===== src/rtl/core_pkg.sv =====
// Shared core definitions: datapath widths, control codes, write-back FSM states.
// Pure types, constants and a load-formatting helper; no timing or flow control.
package core_pkg;

  localparam int DATA_WIDTH     = 32;
  localparam int RF_ADDR_WIDTH  = 5;
  localparam int CSR_ADDR_WIDTH = 12;
  localparam int GPR_CTRL_WIDTH = 3;
  localparam int CSR_CTRL_WIDTH = 2;
  localparam int MEM_CTRL_WIDTH = 4;

  localparam logic [GPR_CTRL_WIDTH-1:0] GPR_IDLE = 3'd0;
  localparam logic [GPR_CTRL_WIDTH-1:0] GPR_ALU  = 3'd1;
  localparam logic [GPR_CTRL_WIDTH-1:0] GPR_MEM  = 3'd2;
  localparam logic [GPR_CTRL_WIDTH-1:0] GPR_OP3  = 3'd3;

  localparam logic [CSR_CTRL_WIDTH-1:0] CSR_IDLE = 2'd0;
  localparam logic [CSR_CTRL_WIDTH-1:0] CSR_ALU  = 2'd1;

  localparam logic [MEM_CTRL_WIDTH-1:0] MEM_IDLE = 4'd0;
  localparam logic [MEM_CTRL_WIDTH-1:0] MEM_RB   = 4'd1;
  localparam logic [MEM_CTRL_WIDTH-1:0] MEM_RBU  = 4'd2;
  localparam logic [MEM_CTRL_WIDTH-1:0] MEM_RH   = 4'd3;
  localparam logic [MEM_CTRL_WIDTH-1:0] MEM_RHU  = 4'd4;
  localparam logic [MEM_CTRL_WIDTH-1:0] MEM_RW   = 4'd5;
  localparam logic [MEM_CTRL_WIDTH-1:0] MEM_WB   = 4'd6;
  localparam logic [MEM_CTRL_WIDTH-1:0] MEM_WH   = 4'd7;
  localparam logic [MEM_CTRL_WIDTH-1:0] MEM_WW   = 4'd8;

  typedef enum logic [1:0] {
    WB_IDLE     = 2'd0,
    WB_WAIT_RSP = 2'd1,
    WB_COMMIT   = 2'd2
  } wb_state_e;

  localparam int WB_RSP_TIMEOUT_DEFAULT = 255;

  // Extract the addressed byte/half from a word-aligned response and extend it.
  function automatic logic [DATA_WIDTH-1:0] load_format(
    input logic [MEM_CTRL_WIDTH-1:0] mem_ctrl,
    input logic [1:0]                offset,
    input logic [DATA_WIDTH-1:0]     rdata
  );
    logic [DATA_WIDTH-1:0] sh;
    logic [DATA_WIDTH-1:0] res;
    sh = rdata >> {offset, 3'b000};
    case (mem_ctrl)
      MEM_RB:  res = {{24{sh[7]}}, sh[7:0]};
      MEM_RBU: res = {24'b0, sh[7:0]};
      MEM_RH:  res = {{16{sh[15]}}, sh[15:0]};
      MEM_RHU: res = {16'b0, sh[15:0]};
      default: res = rdata;
    endcase
    return res;
  endfunction

endpackage


===== src/rtl/writeback_unit.sv =====
// Combinational formatting of GPR/CSR write data from the held instruction.
// Zero latency, no flow control; outputs are meaningful only under the strobes.
module writeback_unit
  import core_pkg::*;
(
  input  logic [GPR_CTRL_WIDTH-1:0] gpr_ctrl_i,
  input  logic [MEM_CTRL_WIDTH-1:0] mem_ctrl_i,
  input  logic [DATA_WIDTH-1:0]     exe_out_i,
  input  logic [DATA_WIDTH-1:0]     op3_i,
  input  logic [DATA_WIDTH-1:0]     rdata_i,
  input  logic [RF_ADDR_WIDTH-1:0]  rd_i,
  input  logic [CSR_ADDR_WIDTH-1:0] csr_waddr_i,
  output logic [RF_ADDR_WIDTH-1:0]  rd_o,
  output logic [DATA_WIDTH-1:0]     gpr_wdata_o,
  output logic [CSR_ADDR_WIDTH-1:0] csr_waddr_o,
  output logic [DATA_WIDTH-1:0]     csr_wdata_o
);

  always_comb begin
    rd_o        = rd_i;
    csr_waddr_o = csr_waddr_i;
    csr_wdata_o = exe_out_i;
    case (gpr_ctrl_i)
      GPR_MEM: gpr_wdata_o = load_format(mem_ctrl_i, exe_out_i[1:0], rdata_i);
      GPR_OP3: gpr_wdata_o = op3_i;
      default: gpr_wdata_o = exe_out_i;
    endcase
  end

endmodule


===== src/rtl/writeback_ctrl.sv =====
// Write-back sequencer: holds one retiring instruction, waits on OBI R for loads, strobes GPR/CSR.
// Non-load commits 1 cycle after accept; loads commit 1 cycle after rvalid; ready_o low while waiting.
module writeback_ctrl
  import core_pkg::*;
#(
  parameter int RSP_TIMEOUT   = WB_RSP_TIMEOUT_DEFAULT,
  parameter int INSTRET_WIDTH = 64
)
(
  input  logic                      clk_i,
  input  logic                      rst_i,
  input  logic                      valid_i,
  output logic                      ready_o,
  input  logic [DATA_WIDTH-1:0]     exe_out_i,
  input  logic [DATA_WIDTH-1:0]     op3_i,
  input  logic [RF_ADDR_WIDTH-1:0]  rd_i,
  input  logic [CSR_ADDR_WIDTH-1:0] csr_waddr_i,
  input  logic [GPR_CTRL_WIDTH-1:0] gpr_ctrl_i,
  input  logic [CSR_CTRL_WIDTH-1:0] csr_ctrl_i,
  input  logic [MEM_CTRL_WIDTH-1:0] mem_ctrl_i,
  input  logic                      rvalid_i,
  output logic                      rready_o,
  input  logic [DATA_WIDTH-1:0]     rdata_i,
  input  logic                      err_i,
  output logic [RF_ADDR_WIDTH-1:0]  rd_o,
  output logic [DATA_WIDTH-1:0]     gpr_wdata_o,
  output logic                      gpr_we_o,
  output logic [CSR_ADDR_WIDTH-1:0] csr_waddr_o,
  output logic [DATA_WIDTH-1:0]     csr_wdata_o,
  output logic                      csr_we_o,
  output logic                      retire_o,
  output logic                      load_err_o,
  output logic                      timeout_o,
  output logic [INSTRET_WIDTH-1:0]  instret_o
);

  localparam int CNT_W = $clog2(RSP_TIMEOUT + 1);
  localparam logic [CNT_W-1:0] CNT_LIMIT = CNT_W'(RSP_TIMEOUT);

  wb_state_e                 state_q, state_d;
  logic [CNT_W-1:0]          cnt_q, cnt_d, cnt_inc;
  logic [INSTRET_WIDTH-1:0]  instret_q, instret_d;
  logic                      accept;

  logic [GPR_CTRL_WIDTH-1:0] gpr_ctrl_q;
  logic [CSR_CTRL_WIDTH-1:0] csr_ctrl_q;
  logic [MEM_CTRL_WIDTH-1:0] mem_ctrl_q;
  logic [DATA_WIDTH-1:0]     exe_out_q, op3_q, rdata_q;
  logic [RF_ADDR_WIDTH-1:0]  rd_q;
  logic [CSR_ADDR_WIDTH-1:0] csr_waddr_q;
  logic                      err_q;

  always_comb begin
    ready_o    = (state_q == WB_IDLE) || (state_q == WB_COMMIT);
    rready_o   = (state_q == WB_WAIT_RSP);
    accept     = valid_i && ready_o;
    gpr_we_o   = 1'b0;
    csr_we_o   = 1'b0;
    retire_o   = 1'b0;
    load_err_o = 1'b0;
    timeout_o  = 1'b0;
    state_d    = state_q;
    cnt_d      = cnt_q;
    cnt_inc    = cnt_q + 1'b1;
    instret_d  = instret_q;
    case (state_q)
      WB_WAIT_RSP: begin
        // A response arriving on the limit cycle still wins over the timeout.
        if (rvalid_i) begin
          cnt_d   = '0;
          state_d = WB_COMMIT;
        end else if (cnt_inc == CNT_LIMIT) begin
          timeout_o = 1'b1;
          cnt_d     = '0;
          state_d   = WB_IDLE;
        end else begin
          cnt_d = cnt_inc;
        end
      end
      WB_COMMIT: begin
        gpr_we_o   = (gpr_ctrl_q != GPR_IDLE) && (rd_q != '0) && !err_q;
        csr_we_o   = (csr_ctrl_q != CSR_IDLE) && !err_q;
        retire_o   = !err_q;
        load_err_o = err_q;
        if (!err_q) instret_d = instret_q + 1'b1;
        state_d = WB_IDLE;
      end
      default: state_d = WB_IDLE;
    endcase
    if (accept) state_d = (gpr_ctrl_i == GPR_MEM) ? WB_WAIT_RSP : WB_COMMIT;
  end

  always_ff @(posedge clk_i) begin
    if (rst_i) begin
      state_q     <= WB_IDLE;
      cnt_q       <= '0;
      instret_q   <= '0;
      gpr_ctrl_q  <= GPR_IDLE;
      csr_ctrl_q  <= CSR_IDLE;
      mem_ctrl_q  <= MEM_IDLE;
      exe_out_q   <= '0;
      op3_q       <= '0;
      rdata_q     <= '0;
      rd_q        <= '0;
      csr_waddr_q <= '0;
      err_q       <= 1'b0;
    end else begin
      state_q   <= state_d;
      cnt_q     <= cnt_d;
      instret_q <= instret_d;
      if (accept) begin
        gpr_ctrl_q  <= gpr_ctrl_i;
        csr_ctrl_q  <= csr_ctrl_i;
        mem_ctrl_q  <= mem_ctrl_i;
        exe_out_q   <= exe_out_i;
        op3_q       <= op3_i;
        rd_q        <= rd_i;
        csr_waddr_q <= csr_waddr_i;
        err_q       <= 1'b0;
      end
      if ((state_q == WB_WAIT_RSP) && rvalid_i) begin
        rdata_q <= rdata_i;
        err_q   <= err_i;
      end
    end
  end

  assign instret_o = instret_q;

  writeback_unit u_wb_unit (
    .gpr_ctrl_i  (gpr_ctrl_q),
    .mem_ctrl_i  (mem_ctrl_q),
    .exe_out_i   (exe_out_q),
    .op3_i       (op3_q),
    .rdata_i     (rdata_q),
    .rd_i        (rd_q),
    .csr_waddr_i (csr_waddr_q),
    .rd_o        (rd_o),
    .gpr_wdata_o (gpr_wdata_o),
    .csr_waddr_o (csr_waddr_o),
    .csr_wdata_o (csr_wdata_o)
  );

endmodule


===== config.mk =====
export PLATFORM = sky130hd
export DESIGN_NAME = writeback_ctrl
export DESIGN_NICKNAME = d
export VERILOG_FILES = /design/src/rtl/core_pkg.sv /design/src/rtl/writeback_unit.sv /design/src/rtl/writeback_ctrl.sv
export SDC_FILE = /design/constraint.sdc
export NUM_CORES = 1
export LEC_CHECK = 0
export CORE_UTILIZATION = 43
export CTS_CLUSTER_SIZE = 28
export DETAILED_ROUTE_END_ITERATION = 8
export PLACE_DENSITY = 0.87
export SETUP_SLACK_MARGIN = 0.4
export SLEW_MARGIN = 10
export SYNTH_ARGS = -nofsm -noshare
export SYNTH_HDL_FRONTEND = slang
export SYNTH_SLANG_ARGS = --single-unit

===== constraint.sdc =====
create_clock -name clk_i -period 2.46 [get_ports clk_i]
set_input_delay 0.492 -clock clk_i [delete_from_list [all_inputs] [get_ports clk_i]]
set_output_delay 0.492 -clock clk_i [all_outputs]
set_load 0.02 [all_outputs]

==> impl_metrics.ini, run 1 <==
[routing]
firstDrtPassIters = 6
drt-vias-per-instance = 5.839
drt_iter0_drc = 1144
wl_um = 36270
vias = 10800
ant_nets = 0
drcViolationCount = 0
wl_per_cell_um = 19.60

[layout]
final_nets = 1695
drive_above_1_share = 0.2421
area_growth_pct = 65.51

[synthesis]
ys_seq_elements = 197
synth.distinct_cells = 52
synth_edf_count = 0
synthTopCellsByArea = dfxtp_1, nand2_1, a21oi_1
syn_inst = 1205
yosysTopAreaCell = dfxtp_1
synthesis.area_sq_mm = 0.008997
syn-num-nets = 1335
ys_top_cells_by_count = nand2_1, dfxtp_1, a21oi_1
synth_area_per_cell_sq_um = 7.467
async_reset_ff_frac = 0
synth_top_cell_area_share = 0.4383
yosysWarnings = 0
synth.most_common_cell = nand2_1
ys.flop_type = dfxtp_1
ys_seq_area_frac = 0.4383

[setup_path]
crit_type = register to output pin
critPathMaxFanout = 7
worstPathRequired_ns = 1.97
reg2reg_slack_ns = 0.15
r2r_cells = 7
critPathCaptureType = output pin
cp-start-kind = register
crit_start = exe_out_q[0]
reg2reg_to = instret_o[57]
cp.arrival_ns = 2.31
r2r-start = instret_o[36]

[floorplan]
initial_core_util = 0.4418
core_area_sq_mm = 0.02036
dieArea_sq_mm = 0.02151
fp.dieH_um = 146.7
io-pin-count = 279
die_x_um = 146.7
rows = 52

[run_status]
violations = negative setup slack
status = finished, violations left

[sta]
fin_ws_ns = -0.3466
worst_slew_pin_slew_ns = 0.5854
fmax_ghz = 0.3563
fin_worst_skew_ns = 0.01448
grt_setup_unrepaired = true
hold_viol_final = 0
setup_viol = 32
final.setup.tns_ns = -8.119
layout_min_cycle_time_ns = 2.807
max_slew_margin = 0.6097
maxSlewViolCount = 0
period_share = 1.141

[cts]
cts_buffers = 17
cts.clk_slew.worst_paths_ns = 0.07
cts_tree = built
clockRootBuffer = clkbuf_16
clk_latency_ns = 0.43
h-tree-depth = 4
ctsHoldBuffers = 0
clock_path_buffers = 2
cts.sinks = 197

[grt]
grt_max_degree = 92
use_met3 = 0.06875
grt_use_met1 = 0.3680
track_usage = 0.3055
grt_pass1_vias = 10070
grt_pass1_wl_um = 52630
gr-total-overflow = 0
antenna_found_initial = 2
busiest_layer = met2
use_met2 = 0.5107

[worst_hold_path]
hp-class = register to register
min_path_cells = 2
hold_path_end = csr_waddr_q[5]
min_from = csr_waddr_q[5]

[job]
max_cap_viol_count = 0

[placed_design]
dp_slack_ns = -0.2427
finalWeightedCongestion = 0.9342
io_buffers = 278
dp_hpwl_um = 22030

[power_and_ir_drop]
power.density_mw_per_mm2 = 512.1
ir_drop_mv = 0.5930
leakagePower_uw = 0.005805
[critical path: stages, from the launching register on]
cell      delay (ns)
dfxtp_4         0.35
mux4_2          0.51
o21ai_2         0.16
o211ai_1        0.15
nor3_4          0.21
buf_6           0.16
buf_12          0.14
a21oi_2         0.04
buf_4           0.16
[how the worst max path moves through the flow]
| stage | end | slack (ns) |
|---|---|---|
| 2_1_floorplan | gpr_wdata_o[16] | 0.11 |
| 3_3_place_gp | gpr_wdata_o[28] | -0.23 |
| 3_5_place_dp | gpr_wdata_o[28] | -0.24 |
| 4_1_cts | gpr_wdata_o[28] | -0.33 |
| 5_1_grt | gpr_wdata_o[17] | -0.44 |
| 6_report | gpr_wdata_o[17] | -0.35 |
[state kept, by name, indices dropped and copies added, names as in the netlist, 4 cells and up]
name         cells
exe_out_q       32
csr_waddr_q     12
op3_q           32
rdata_q         32
cnt_q            8
mem_ctrl_q       4
instret_o       64
rd_q             5
[metal layers]
layer,vias to the layer above,routed length (um)
met1,5053,13510
met2,694,17050
li1,4894,-
met3,161,3730
met4,0,1979
met5,-,0
[what timing repair did]
action                                 4_1_cts  5_1_grt
setup buffers                               57       24
setup endpoints to repair                   58       88
pin swaps                                   62       65
endpoints found under the hold margin        0        0
gates cloned                                 4        0
gates resized for setup                    317      126
[metrics by stage]
step | power [uW] | utilization | instances | cell area (sq um) | hold slack (ns)
floorplan | 3939 | - | 1205 | 9286 | 0.4319
detailed placement | 4519 | 0.6193 | 1731 | 12610 | 0.4459
global route | 7849 | 0.7311 | 1849 | 14890 | 0.4656
global placement | 4499 | 0.6193 | 1731 | 12610 | 0.4375
finish | 7627 | 0.7313 | 1850 | 14890 | 0.4552
CTS | 7539 | 0.6975 | 1824 | 14200 | 0.4560
[logic make-up after synthesis]
| logic type | Yosys count | synth area share |
|---|---|---|
| AO/OA/AOI/OAI | 290 | 0.1781 |
| XOR/XNOR | 38 | 0.03699 |
| adder cells (fa/ha/maj) | 3 | 0.004172 |
| buffers and inverters | 99 | 0.04158 |
| flip-flops | 197 | 0.4383 |
| multiplexers | 10 | 0.01279 |
| AND/OR/NAND/NOR | 568 | 0.2880 |
[placed cells by master, fill, tap and decap left out, drive strengths merged, types with 3 or more instances in the layout]
cell type / instances
dlygate4sd2: 4
ha: 3
o211ai: 14
nand2: 315
o221ai: 6
o21ai: 51
xor2: 29
nand2b: 6
mux2i: 7
nand3: 43
buf: 177
clkdlybuf4s50: 218
clkbuf: 18
a21oi: 186
a221oi: 5
or3: 28
xnor2: 9
nor2b: 5
nor3: 17
dfxtp: 197
inv: 30
nor2: 75
bufinv: 3
nand4: 33
or4: 10
nor4: 9
dlymetal6s2s: 17
and3: 17
o31ai: 11
a31oi: 3
[area by class of cell]
cell class	count	area (sq um)
inverter	21	86.33
clock inverter	15	186.4
antenna	2	5.005
clock buffer	17	425.4
sequential	197	3999
fill	1356	5473
multi-input combinational	909	5623
tap	270	337.8
timing repair buffer	419	4229
[where the power goes]
group | total, uW | switching [uW] | internal [uW]
Clock | 2970 | 1340 | 1630
Sequential | 3350 | 72.4 | 3270
Combinational | 1310 | 663 | 643
No activity file was read; power rests on OpenSTA's default activity.
==> inputs of run 2 (changes only) <==
- CORE_ASPECT_RATIO: not set -> 1.25
==> run 2 against run 1 <==
  * The run still ends with negative setup slack left
  * Worst hold slack lost 0.017 ns
  * Sequential share of layout area grew 0.59 points
  * Via count shrank 2.2%
  * Final area shrank 2.5%
  * Total power shrank 2.6%
  * Fmax shrank 1.8%
  * Cell count shrank 0.65%
  * Count of clock-buffer cells in the layout grew 2
  * Clock power shrank 5%
  * Critical path depth is the same
  * Non-clock buffer count shrank 11
  * Wire length shrank 2.1%
  * Largest cell class unchanged
  * Highest routed layer is now met5
==> impl_metrics.ini, run 2 (synthesis gave the netlist of run 1 again) <==
[grt]
track_usage = 0.3044
grt_pass1_wl_um = 51780
grt_pass1_vias = 9897
gr-total-overflow = 0
grt_max_degree = 66
antenna_found_initial = 4

[floorplan]
rows = 58
io-pin-count = 279
initial_core_util = 0.4428
dieArea_sq_mm = 0.02151
fp.dieH_um = 163.7
die_x_um = 131.4
core_area_sq_mm = 0.02032

[sta]
max_slew_margin = 0.6444
setup_viol = 32
fmax_ghz = 0.3498
worst_slew_pin_slew_ns = 0.5285
grt_setup_unrepaired = true
hold_ws_ns = 0.4384
maxSlewViolCount = 0
fin_worst_skew_ns = 0.01546
hold_viol_final = 0
period_share = 1.162
layout_min_cycle_time_ns = 2.859
fin_ws_ns = -0.3987

[setup_path]
critPathCaptureType = output pin
reg2reg_slack_ns = 0.10
cp-start-kind = register
path_cells = mux4_2 -> o21ai_2 -> o211ai_1 -> nor3_4 -> buf_12 -> buf_12 -> a221oi_2 -> buf_4
crit_type = register to output pin
crit_family = multiplexers
max_stage_delay_ns = 0.52
cp.arrival_ns = 2.37
worstPathRequired_ns = 1.97
critical-path-slowest-cell = mux4_2
path_buf_inv = 3
critPathMaxFanout = 8
cp_common_cell = buf_12

[job]
max_cap_viol_count = 0

[placed_design]
finalWeightedCongestion = 0.9099
dp_hpwl_um = 22530
dp.cells = 1746
io_buffers = 278

[routing]
drt_iter0_drc = 948
firstDrtPassIters = 8
drcViolationCount = 0
wl_um = 35520
vias = 10570
wl_per_cell_um = 19.32
drt-vias-per-instance = 5.748
ant_nets = 0

[power_and_ir_drop]
sw_frac_of_total = 0.2766
power.density_mw_per_mm2 = 511.9
p_int_uw = 5375
combPwrFrac = 0.168
ir_drop_mv = 0.4715
power_switching_uw = 2055
power_frac_clock = 0.381
p_seq_frac = 0.451
leakagePower_uw = 0.005690

[cts]
cts.sinks = 197
clock_path_buffers = 2
cts.clk_slew.worst_paths_ns = 0.08
ctsHoldBuffers = 0
clockRootBuffer = clkbuf_16
cts_buffers = 17
cts_tree = built
clk_latency_ns = 0.44
h-tree-depth = 4

[layout]
layout_commonest_cell = nand2_1
drive_above_1_share = 0.2329
stdcell_count = 1838
final_cell_mix = nand2_1, clkdlybuf4s50_1, dfxtp_1, a21oi_1, buf_4
area_growth_pct = 61.30
n_fill_cell = 1454
final_nets = 1684
largest_register_ffs = 64

[run_status]
violations = negative setup slack
status = finished, violations left

[worst_hold_path]
hp-class = primary input to register
-- run 2: cell types whose count changed in the layout (fill, tap and decap cells not counted), moves of 6 or more --
cell | previous run | this run
a21oi_2 | 23 | 31
a21oi_4 | 11 | 4
buf_6 | 71 | 52
dfxtp_1 | 169 | 176
o31ai_1 | 2 | 8
-- run 2: layout make-up --
cell class	count	area [sq um]	share of cell area
clock buffers	19	452.9	0.03121
clock inverters	13	141.4	0.009742
inverters	21	86.33	0.005949
flip-flops and latches	197	3983	0.2744
repair buffers	408	4030	0.2777
well taps	270	337.8	0.02328
diodes	1	2.502	0.0001724
multi-input cells	909	5479	0.3775
-- run 2: repair_timing --
action / 4_1_cts / 5_1_grt
pin swaps: 78 / 61
cloned: 2 / 0
setup endpoints to repair: 59 / 97
gates resized for setup: 291 / 100
buffers inserted: 37 / 20
-- run 2: metrics by stage --
| stage | util | total power, uW | setup slack, ns | TNS (ns) | area, sq um |
|---|---|---|---|---|---|
| global placement | 0.6262 | 4500 | -0.2405 | -3.847 | 12720 |
| detailed placement | 0.6262 | 4521 | -0.2407 | -4.494 | 12720 |
| CTS | 0.6868 | 7374 | -0.3758 | -7.642 | 13950 |
| floorplan | - | 3939 | 0.1118 | 0 | 9286 |
| finish | 0.7142 | 7429 | -0.3987 | -8.779 | 14510 |
| global route | 0.7141 | 7665 | -0.4708 | -10.90 | 14510 |
-- run 2: worst paths after layout --
kind                startpoint               to  depth (start not counted)
setup / recovery  exe_out_q[0]  gpr_wdata_o[31]                          8
hold / removal           rst_i    instret_o[25]                          2
setup reg to reg         err_q    instret_o[53]                          9
hold reg to reg      op3_q[10]        op3_q[10]                          2
-- run 2: power by group through the flow --
stage               combinational (uW)  sequential (uW)  clock, uW
finish                            1250             3350       2830
floorplan                          477             3460          0
CTS                               1180             3350       2850
global route                      1320             3360       2990
detailed placement                1100             3420          0
global placement                  1080             3420          0
-- run 2: per-layer routing --
metal	vias to the layer above	part of all wire	global-route usage
met5	-	0.00079	0
met4	4	0.053	0.1660
met3	140	0.084	0.07407
met2	596	0.50	0.5428
met1	4962	0.36	0.3340
li1	4863	-	-
